===== src/rtl/blake2_pkg.sv =====
// Shared types and constants for the BLAKE2s block sequencer.
package blake2_pkg;

    localparam int BLOCK_BYTES     = 64;
    localparam int H_BYTES         = 32;
    localparam int KEY_BLOCK_BYTES = 64;
    localparam int T_W             = 64;

    typedef enum logic [1:0] {
        ST_IDLE,
        ST_FILL,
        ST_COMPRESS,
        ST_OUTPUT
    } state_t;

    // A zero or oversized digest request falls back to the full 32-byte digest.
    function automatic logic [5:0] calc_nn_eff(input logic [7:0] nn);
        if (nn == 8'd0 || nn > 8'(H_BYTES))
            return 6'(H_BYTES);
        else
            return 6'(nn);
    endfunction

endpackage


===== src/rtl/blake2_msg_buf.sv =====
// 64-byte message block buffer: byte writes by index, one-cycle clear, flat read.
module blake2_msg_buf
    import blake2_pkg::*;
(
    input  logic                       clk,
    input  logic                       nreset,
    input  logic                       clr,
    input  logic                       we,
    input  logic [5:0]                 idx,
    input  logic [7:0]                 wdata,
    output logic [8*BLOCK_BYTES-1:0]   m
);

    logic [7:0] mem [BLOCK_BYTES];

    // Clear wins over a write so a restart never leaks a stale byte.
    always_ff @(posedge clk) begin
        if (!nreset || clr) begin
            for (int i = 0; i < BLOCK_BYTES; i++)
                mem[i] <= 8'd0;
        end else if (we) begin
            mem[idx] <= wdata;
        end
    end

    for (genvar g = 0; g < BLOCK_BYTES; g++) begin : g_flat
        assign m[8*g +: 8] = mem[g];
    end

endmodule


===== src/rtl/blake2_block_ctrl.sv =====
// Sequences one BLAKE2s hash: fills blocks, drives the compression handshake,
// then serializes the digest.
module blake2_block_ctrl
    import blake2_pkg::*;
(
    input  logic           clk,
    input  logic           nreset,
    input  logic           start_i,
    input  logic [7:0]     kk_i,
    input  logic [7:0]     nn_i,
    input  logic [63:0]    ll_i,
    input  logic           data_v_i,
    input  logic [7:0]     data_i,
    input  logic [5:0]     data_idx_i,
    output logic           cmp_start_o,
    output logic           cmp_init_o,
    output logic           cmp_final_o,
    output logic [63:0]    cmp_t_o,
    output logic [511:0]   m_o,
    input  logic           cmp_done_i,
    input  logic [255:0]   h_i,
    output logic           hash_v_o,
    output logic [7:0]     hash_o,
    output logic           hash_last_o,
    output logic           busy_o,
    output logic           overflow_o
);

    localparam logic [T_W:0]   KEY_ADD = (T_W+1)'(KEY_BLOCK_BYTES);
    localparam logic [T_W-1:0] T_MAX   = {T_W{1'b1}};
    localparam logic [5:0]     IDX_END = 6'(BLOCK_BYTES - 1);

    state_t         state;
    logic [T_W-1:0] t;
    logic [T_W:0]   ll_tot;
    logic [5:0]     nn_eff;
    logic           first;
    logic [5:0]     k;
    logic [255:0]   h_reg;

    logic [T_W:0]   start_ll_tot;
    logic [T_W-1:0] t_inc;
    logic           accept;
    logic           last_byte;
    logic           block_close;
    logic           buf_clr;

    // ll_tot is one bit wider than ll_i so the key block can never wrap it.
    assign start_ll_tot = {1'b0, ll_i} + ((kk_i != 8'd0) ? KEY_ADD : '0);
    assign t_inc        = (t == T_MAX) ? t : t + T_W'(1);
    assign accept       = (state == ST_FILL) && data_v_i && !start_i;
    assign last_byte    = ({1'b0, t_inc} == ll_tot);
    assign block_close  = accept && ((data_idx_i == IDX_END) || last_byte);
    assign buf_clr      = start_i
                        || ((state == ST_COMPRESS) && cmp_done_i && !cmp_final_o);
    assign busy_o       = (state != ST_IDLE);

    blake2_msg_buf u_msg_buf (
        .clk    (clk),
        .nreset (nreset),
        .clr    (buf_clr),
        .we     (accept),
        .idx    (data_idx_i),
        .wdata  (data_i),
        .m      (m_o)
    );

    always_ff @(posedge clk) begin
        if (!nreset) begin
            state       <= ST_IDLE;
            t           <= '0;
            ll_tot      <= '0;
            nn_eff      <= '0;
            first       <= 1'b0;
            k           <= '0;
            h_reg       <= '0;
            cmp_start_o <= 1'b0;
            cmp_init_o  <= 1'b0;
            cmp_final_o <= 1'b0;
            cmp_t_o     <= '0;
            hash_v_o    <= 1'b0;
            hash_o      <= '0;
            hash_last_o <= 1'b0;
            overflow_o  <= 1'b0;
        end else begin
            cmp_start_o <= 1'b0;
            if (start_i) begin
                ll_tot      <= start_ll_tot;
                nn_eff      <= calc_nn_eff(nn_i);
                t           <= '0;
                first       <= 1'b1;
                k           <= '0;
                overflow_o  <= 1'b0;
                hash_v_o    <= 1'b0;
                hash_o      <= '0;
                hash_last_o <= 1'b0;
                cmp_t_o     <= '0;
                // An empty message still needs one (all-padding) final compression.
                if (start_ll_tot == '0) begin
                    state       <= ST_COMPRESS;
                    cmp_start_o <= 1'b1;
                    cmp_init_o  <= 1'b1;
                    cmp_final_o <= 1'b1;
                end else begin
                    state       <= ST_FILL;
                    cmp_init_o  <= 1'b0;
                    cmp_final_o <= 1'b0;
                end
            end else begin
                case (state)
                    ST_FILL: begin
                        if (data_v_i) begin
                            t <= t_inc;
                            if (block_close) begin
                                state       <= ST_COMPRESS;
                                cmp_start_o <= 1'b1;
                                cmp_init_o  <= first;
                                cmp_final_o <= last_byte;
                                cmp_t_o     <= t_inc;
                            end
                        end
                    end
                    ST_COMPRESS: begin
                        if (data_v_i)
                            overflow_o <= 1'b1;
                        if (cmp_done_i) begin
                            first <= 1'b0;
                            if (cmp_final_o) begin
                                // Byte 0 comes straight from h_i; the rest from the captured copy.
                                state       <= ST_OUTPUT;
                                h_reg       <= h_i;
                                hash_v_o    <= 1'b1;
                                hash_o      <= h_i[7:0];
                                hash_last_o <= (nn_eff == 6'd1);
                                k           <= 6'd1;
                            end else begin
                                state <= ST_FILL;
                            end
                        end
                    end
                    ST_OUTPUT: begin
                        if (data_v_i)
                            overflow_o <= 1'b1;
                        if (hash_last_o) begin
                            state       <= ST_IDLE;
                            hash_v_o    <= 1'b0;
                            hash_o      <= '0;
                            hash_last_o <= 1'b0;
                        end else begin
                            hash_o      <= h_reg[{k[4:0], 3'b000} +: 8];
                            hash_last_o <= (k == nn_eff - 6'd1);
                            k           <= k + 6'd1;
                        end
                    end
                    default: ;
                endcase
            end
        end
    end

endmodule


===== config.mk =====
export PLATFORM = sky130hd
export DESIGN_NAME = blake2_block_ctrl
export DESIGN_NICKNAME = d
export VERILOG_FILES = /design/src/rtl/blake2_pkg.sv /design/src/rtl/blake2_msg_buf.sv /design/src/rtl/blake2_block_ctrl.sv
export SDC_FILE = /design/constraint.sdc
export NUM_CORES = 2
export LEC_CHECK = 0
export CELL_PAD_IN_SITES_DETAIL_PLACEMENT = 0
export CELL_PAD_IN_SITES_GLOBAL_PLACEMENT = 1
export CORE_AREA = 2 2 372 374
export CTS_CLUSTER_SIZE = 14
export DETAILED_ROUTE_END_ITERATION = 8
export DIE_AREA = 0 0 374 376
export PLACE_DENSITY = 0.78
export SLEW_MARGIN = 0
export SYNTH_ARGS = -nofsm -noshare
export SYNTH_HDL_FRONTEND = slang
export SYNTH_SLANG_ARGS = --single-unit

===== constraint.sdc =====
create_clock -name clk -period 8.5 [get_ports clk]
set_clock_uncertainty 0.05 [all_clocks]
set_input_delay 1.275 -clock clk [delete_from_list [all_inputs] [get_ports clk]]
set_output_delay 1.275 -clock clk [all_outputs]
set_load 0.01 [all_outputs]

After elaboration in Yosys (flattened, before gate mapping)
Memory sizes are Yosys's and may differ from the RTL's.
Cells that the tools add are included.
- bits in latches: 0
- memory bits (read-only): 0
- bits of input ports: 355
- logic and storage cells: 127
- register bits after elaboration: 478
- memories kept: 1
- output and inout port bits: 591
- bits in writable memories: 512
- memories (memory ; depth ; bits a word ; read ports ; clocked after memory_dff ; wr ports ; RTL line ; text):
    u_msg_buf.mem ; 64 ; 8 ; 64 ; 0 ; 64 ; blake2_msg_buf.sv:14 ; logic [7:0] mem [BLOCK_BYTES];
- multipliers: 0
- add/sub/neg operators: 4
- magnitude comparators: 1
- divide/modulo/power cells: 0
- equal/unequal tests: 16
- reductions and logical operators: 36
- bitwise operators: 2
- mux-type cells: 51
- shifts and indexed selects: 1
- operator list (kind ; number):
    $shiftx A256 B9 Y8 ; 1
    $add A64 B7 Y65 ; 1
    $eq A64 B65 Y1 ; 1
    $logic_not A65 Y1 ; 1
    $add A64 B1 Y64 const B ; 1
    $eq A64 B64 Y1 const B ; 1
    $mux W64 ; 1
    $mux W8 ; 4
    $mux W6 ; 5
    $mux W1 ; 28
    $pmux W8 S2 ; 1
    $mux W2 ; 7
    $reduce_bool A2 Y1 ; 7
    $ne A3 B3 Y1 const B ; 4
    $pmux W6 S2 ; 1
    $reduce_and A4 Y1 ; 3
    $reduce_and A3 Y1 ; 3
    $gt A8 B6 Y1 const B ; 1
    $logic_not A8 Y1 ; 1
    $ne A2 B2 Y1 const B ; 4
    $reduce_bool A8 Y1 ; 1
    $reduce_or A8 Y1 ; 1
    $mux W7 ; 1
    $add A6 B1 Y6 const B ; 1
    16 further kinds ; 31

Logic depth before layout (Yosys ltp)
- word-level depth: 9
- gate-level depth with buffers: 17
- mapped depth without buffers: 15

Cells and area by module
From an unflattened synthesis, not the netlist that was laid out.
- cells, all modules: 4625
- area, all modules: 46905.0 um^2
- by module, submodules not included (module ; area each (um^2) ; seq. area each (um^2) ; cells an instance ; times used):
    blake2_block_ctrl ; 25991.2 ; 9569.2 ; 3235 ; 1
    blake2_msg_buf ; 20913.8 ; 15374.7 ; 1390 ; 1

Worst setup path before layout
OpenSTA, ideal clock, no wires.
- path kind: input to register
- start point: input kk_i[0]
- end point: register state[0]
- library setup time: 0.117 ns
- arrival: 4.367 ns
- required time: 8.333 ns
- stages: 16
- buffers on the path: 1
- setup slack: 3.966 ns
- path through: nor4_1 -> nand2_1 -> ha_1 -> ha_1 -> and3_1 -> clkbuf_1 -> nand2_1 -> nor4_2 -> nand2_1 -> xnor2_1 -> nand3_1 -> nor4_1 -> nand4_1 -> nor4b_1 -> o22ai_1 -> a22o_1
- longest elaborated chain between the ends: 6
- ends and longest elaborated chain (element ; RTL line ; text):
    start, declared ; blake2_block_ctrl.sv:9 ; input logic [7:0] kk_i,
    $reduce_bool A8 Y1 ; blake2_block_ctrl.sv:49 ; assign start_ll_tot = {1'b0, ll_i} + ((kk_i != 8'd0) ? KEY_ADD : '0);
    $mux W7 ; blake2_block_ctrl.sv:49 ;
    $add A64 B7 Y65 ; blake2_block_ctrl.sv:49 ;
    $logic_not A65 Y1 ; blake2_block_ctrl.sv:99 ; if (start_ll_tot == '0) begin
    $mux W2 ; blake2_block_ctrl.sv:99 ;
    $mux W2 ; blake2_block_ctrl.sv:87 ; if (start_i) begin
    end signal, assigned ; blake2_block_ctrl.sv:100 ; state <= ST_COMPRESS;
    end signal, assigned ; blake2_block_ctrl.sv:105 ; state <= ST_FILL;
    end signal, assigned ; blake2_block_ctrl.sv:115 ; state <= ST_COMPRESS;
    end, declared ; blake2_block_ctrl.sv:33 ; state_t state;
No other way between the ends.
A chain may end at the register's enable or synchronous reset.

Worst setup path in the final report
- start point: register t[32]
- end point: register cmp_t_o[24]
- longest elaborated chain between the ends: 6
- elaborated cells between the ends (all ways): 7
- classes of those cells: 1 x add/sub; 2 x eq/ne; 1 x mux; 3 x reduce/logical
- ends and longest elaborated chain (element ; RTL line ; text):
    start, declared ; blake2_block_ctrl.sv:34 ; logic [T_W-1:0] t;
    start signal, assigned ; blake2_block_ctrl.sv:113 ; t <= t_inc;
    $add A64 B1 Y64 / $eq A64 B64 Y1 (equally long branches) ; blake2_block_ctrl.sv:50 ; assign t_inc = (t == T_MAX) ? t : t + T_W'(1);
    $mux W64 * ; blake2_block_ctrl.sv:50 ;
    $eq A64 B65 Y1 ; blake2_block_ctrl.sv:52 ; assign last_byte = ({1'b0, t_inc} == ll_tot);
    $logic_or A1 B1 Y1 ; blake2_block_ctrl.sv:53 ; assign block_close = accept && ((data_idx_i == IDX_END) || last_byte);
    $logic_and A1 B1 Y1 ; blake2_block_ctrl.sv:53 ;
    $reduce_and A3 Y1 (no line) ; -- ;
    end signal, assigned ; blake2_block_ctrl.sv:119 ; cmp_t_o <= t_inc;
    end, declared ; blake2_block_ctrl.sv:18 ; output logic [63:0] cmp_t_o,
Mark *: on every way between the ends. The rest lies on a longest branch, timed or not.

==> impl_metrics.toml <==
[power]
intPower_w = 0.008309
cellPowerDensity_nw_per_um2 = 184.5
switching_share = 0.2393
power.leakage_nw = 20.61
power.switching_w = 0.002614
comb_power_share = 0.081
peakVddDrop_mv = 0.1899
p_seq_frac = 0.480
clkPwrFrac = 0.439

[layout]
nNetsFinal = 5510
final_cell_mix = "clkdlybuf4s50_1, nand2_1, and2_1"
largest_reg_flops = 512
post-route-util = 0.4333
final.fill_count = 13063
drive_gt1_frac = 0.06729
syn2layout_area_growth_pct = 32.13
final_common_cell = "clkdlybuf4s50_1"
final_area_um2 = 59210
stdcell_count = 7033

[routing]
vias = 36220
drt_first_pass_iters = 6
wl_per_cell_um = 24.37
ant_nets = 0
wirelength_um = 171400
viasPerCell = 5.150
drt_iter0_markers = 3273
remaining_drc_errors = 0

[global_routing]
antenna_found_initial = 16
grt-ovfl-total = 0
grt_pass1_vias = 34340
grt.total_usage = 0.2356
grt_max_degree = 240
grt_pass1_wl_um = 245000

[die]
initial_core_util = 0.3280
die_area_um2 = 140600
core_um2 = 136600
rows = 136
dieWidth_um = 374
ios = 946
die_h_um = 376

[synth]
synth_edf_count = 512
ys_async_sr_fraction = 0
ys_ff_latch = 990
synth_nets = 4732
synth_fa_ha_area_frac = 0.001675
synth_compound_area_frac = 0.09560
syn_inst = 4371
yosysSeqAreaShare = 0.5566
yosys_warnings = 0
synth_top_family_by_area = "simple AND/OR/NAND/NOR gates"
synth_flop_cell = "edfxtp_1"
ys_types = 86
postSynthAreaPerCell_um2 = 10.25
syn_area_um2 = 44810
synthSimpleGateAreaFrac = 0.2203
synth_mux_area_frac = 0.05305
synthXorXnorAreaFrac = 0.04040

[clocking]
root_buffer = "clkbuf_16"
cts_tree = "built"
clock-sinks = 990
numCtsBuffers = 108
cts_resized = 0
holdBufCountCts = 0
postCtsSetupBuffers = 0
ctsHtreeMaxLevel = 3
clk_latency_ns = 0.73
path_clk_slew_ns = 0.06
clockBufferDepth = 3

[placement]
place_inst = 6833
hpwl_um = 126000
dp_slack_ns = 2.181
place.gp.congestion = 0.9650
placed_area_um2 = 55620
portBuffers = 945

[status]
outcome = "complete, no violations"

[flow_run]
maxCapViolCount = 0

[worst_setup_path]
worstPathArrival_ns = 7.06
r2r_slack_ns = 2.04
required_ns = 9.10
critPathCaptureType = "register"
cp-start-kind = "register"
worstSetupPathType = "reg2reg"
cp_max_fo = 32

[timing]
fin_crit_ns = 6.456
rsz0062_at_grt = "false"
setup_ws_ns = 2.044
tightest_slew_ns = 1.292
tns_ns = 0
fin_crit_sh = 0.7596
max_slew_margin = 0.1297
fmaxAchievable_ghz = 0.1549
finalMaxSlewViolations = 0
hold_viol = 0
setup-violations-final = 0

[hold_path]
min_path_type = "reg2reg"
area by class of cell:
cell class | instances | area, um^2 | share of cell area
antenna | 8 | 20.02 | 0.0003381
tap | 1794 | 2245 | 0.03791
inverter | 32 | 127.6 | 0.002155
clock buffer | 138 | 2907 | 0.04909
timing repair buffer | 995 | 9837 | 0.1661
sequential | 990 | 24950 | 0.4214
multi-input combinational | 3022 | 18470 | 0.3119
clock inverter | 54 | 661.9 | 0.01118
cell usage after synthesis (38+ instances only):
| cell | number | share of area |
|---|---|---|
| nand2_1 | 730 | 0.061 |
| a211oi_1 | 76 | 0.013 |
| o21ai_0 | 126 | 0.014 |
| nand4_1 | 70 | 0.0098 |
| mux2i_1 | 53 | 0.012 |
| mux4_2 | 80 | 0.040 |
| dfxtp_1 | 478 | 0.21 |
| and2_1 | 529 | 0.074 |
| nor2_1 | 300 | 0.025 |
| nand3_1 | 78 | 0.0087 |
| xor2_1 | 84 | 0.016 |
| xnor2_1 | 115 | 0.022 |
| nor3_1 | 58 | 0.0065 |
| a21oi_1 | 330 | 0.037 |
| edfxtp_1 | 512 | 0.34 |
| nor4_1 | 38 | 0.0053 |
| clkbuf_1 | 266 | 0.022 |
final timing paths:
path,to,cells after the start,from
hold / removal,h_reg[28],2,h_reg[28]
hold reg to reg,h_reg[28],2,h_reg[28]
setup / recovery,cmp_t_o[24],12,t[32]
setup reg to reg,cmp_t_o[24],12,t[32]
through the flow:
| stage | total power (W) | hold slack, ns |
|---|---|---|
| 2_1_floorplan | 0.005620 | 0.3831 |
| 3_3_place_gp | 0.006232 | 0.3892 |
| 3_5_place_dp | 0.006236 | 0.3931 |
| 4_1_cts | 0.01101 | 0.4013 |
| 5_1_grt | 0.01126 | 0.4138 |
| 6_report | 0.01092 | 0.3983 |
power by group through the flow:
stage | sequential [W] | clock, W | combinational (W)
4_1_cts | 0.00524 | 0.00488 | 0.000896
6_report | 0.00524 | 0.00479 | 0.000890
2_1_floorplan | 0.00537 | 0 | 0.000251
5_1_grt | 0.00525 | 0.00507 | 0.000934
3_3_place_gp | 0.00534 | 0 | 0.000892
3_5_place_dp | 0.00534 | 0 | 0.000893
critical path, stage by stage (launching register included):
cell and delay [ns]:
dfxtp_1 0.52, nand3_1 0.33, nor3_2 0.81, and3_1 0.99, nor2_1 0.30, xnor2_1 0.26
a221oi_2 0.35, nand4_1 0.11, nor4_1 0.68, nand4_2 0.42, a21oi_4 0.91, buf_4 0.39
mux2i_1 0.20
kinds of logic (layout without fill, tap and decap cells):
| group | Yosys count | in the layout |
|---|---|---|
| simple gates | 1979 | 1979 |
| flops | 990 | 990 |
| compound gates | 698 | 698 |
| buf+inv | 359 | 1219 |
| xor+xnor | 202 | 202 |
| mux | 137 | 137 |
| fa+ha+maj | 6 | 6 |
| other cells | 0 | 8 |
per-layer routing:
layer,track usage,wire length (um),vias up
li1,-,-,16879
met2,0.4021,84530,1374
met5,0,82,-
met1,0.2936,69230,17720
met4,0.08235,5481,12
met3,0.05107,12040,235
No activity file was read; power rests on OpenSTA's default activity.
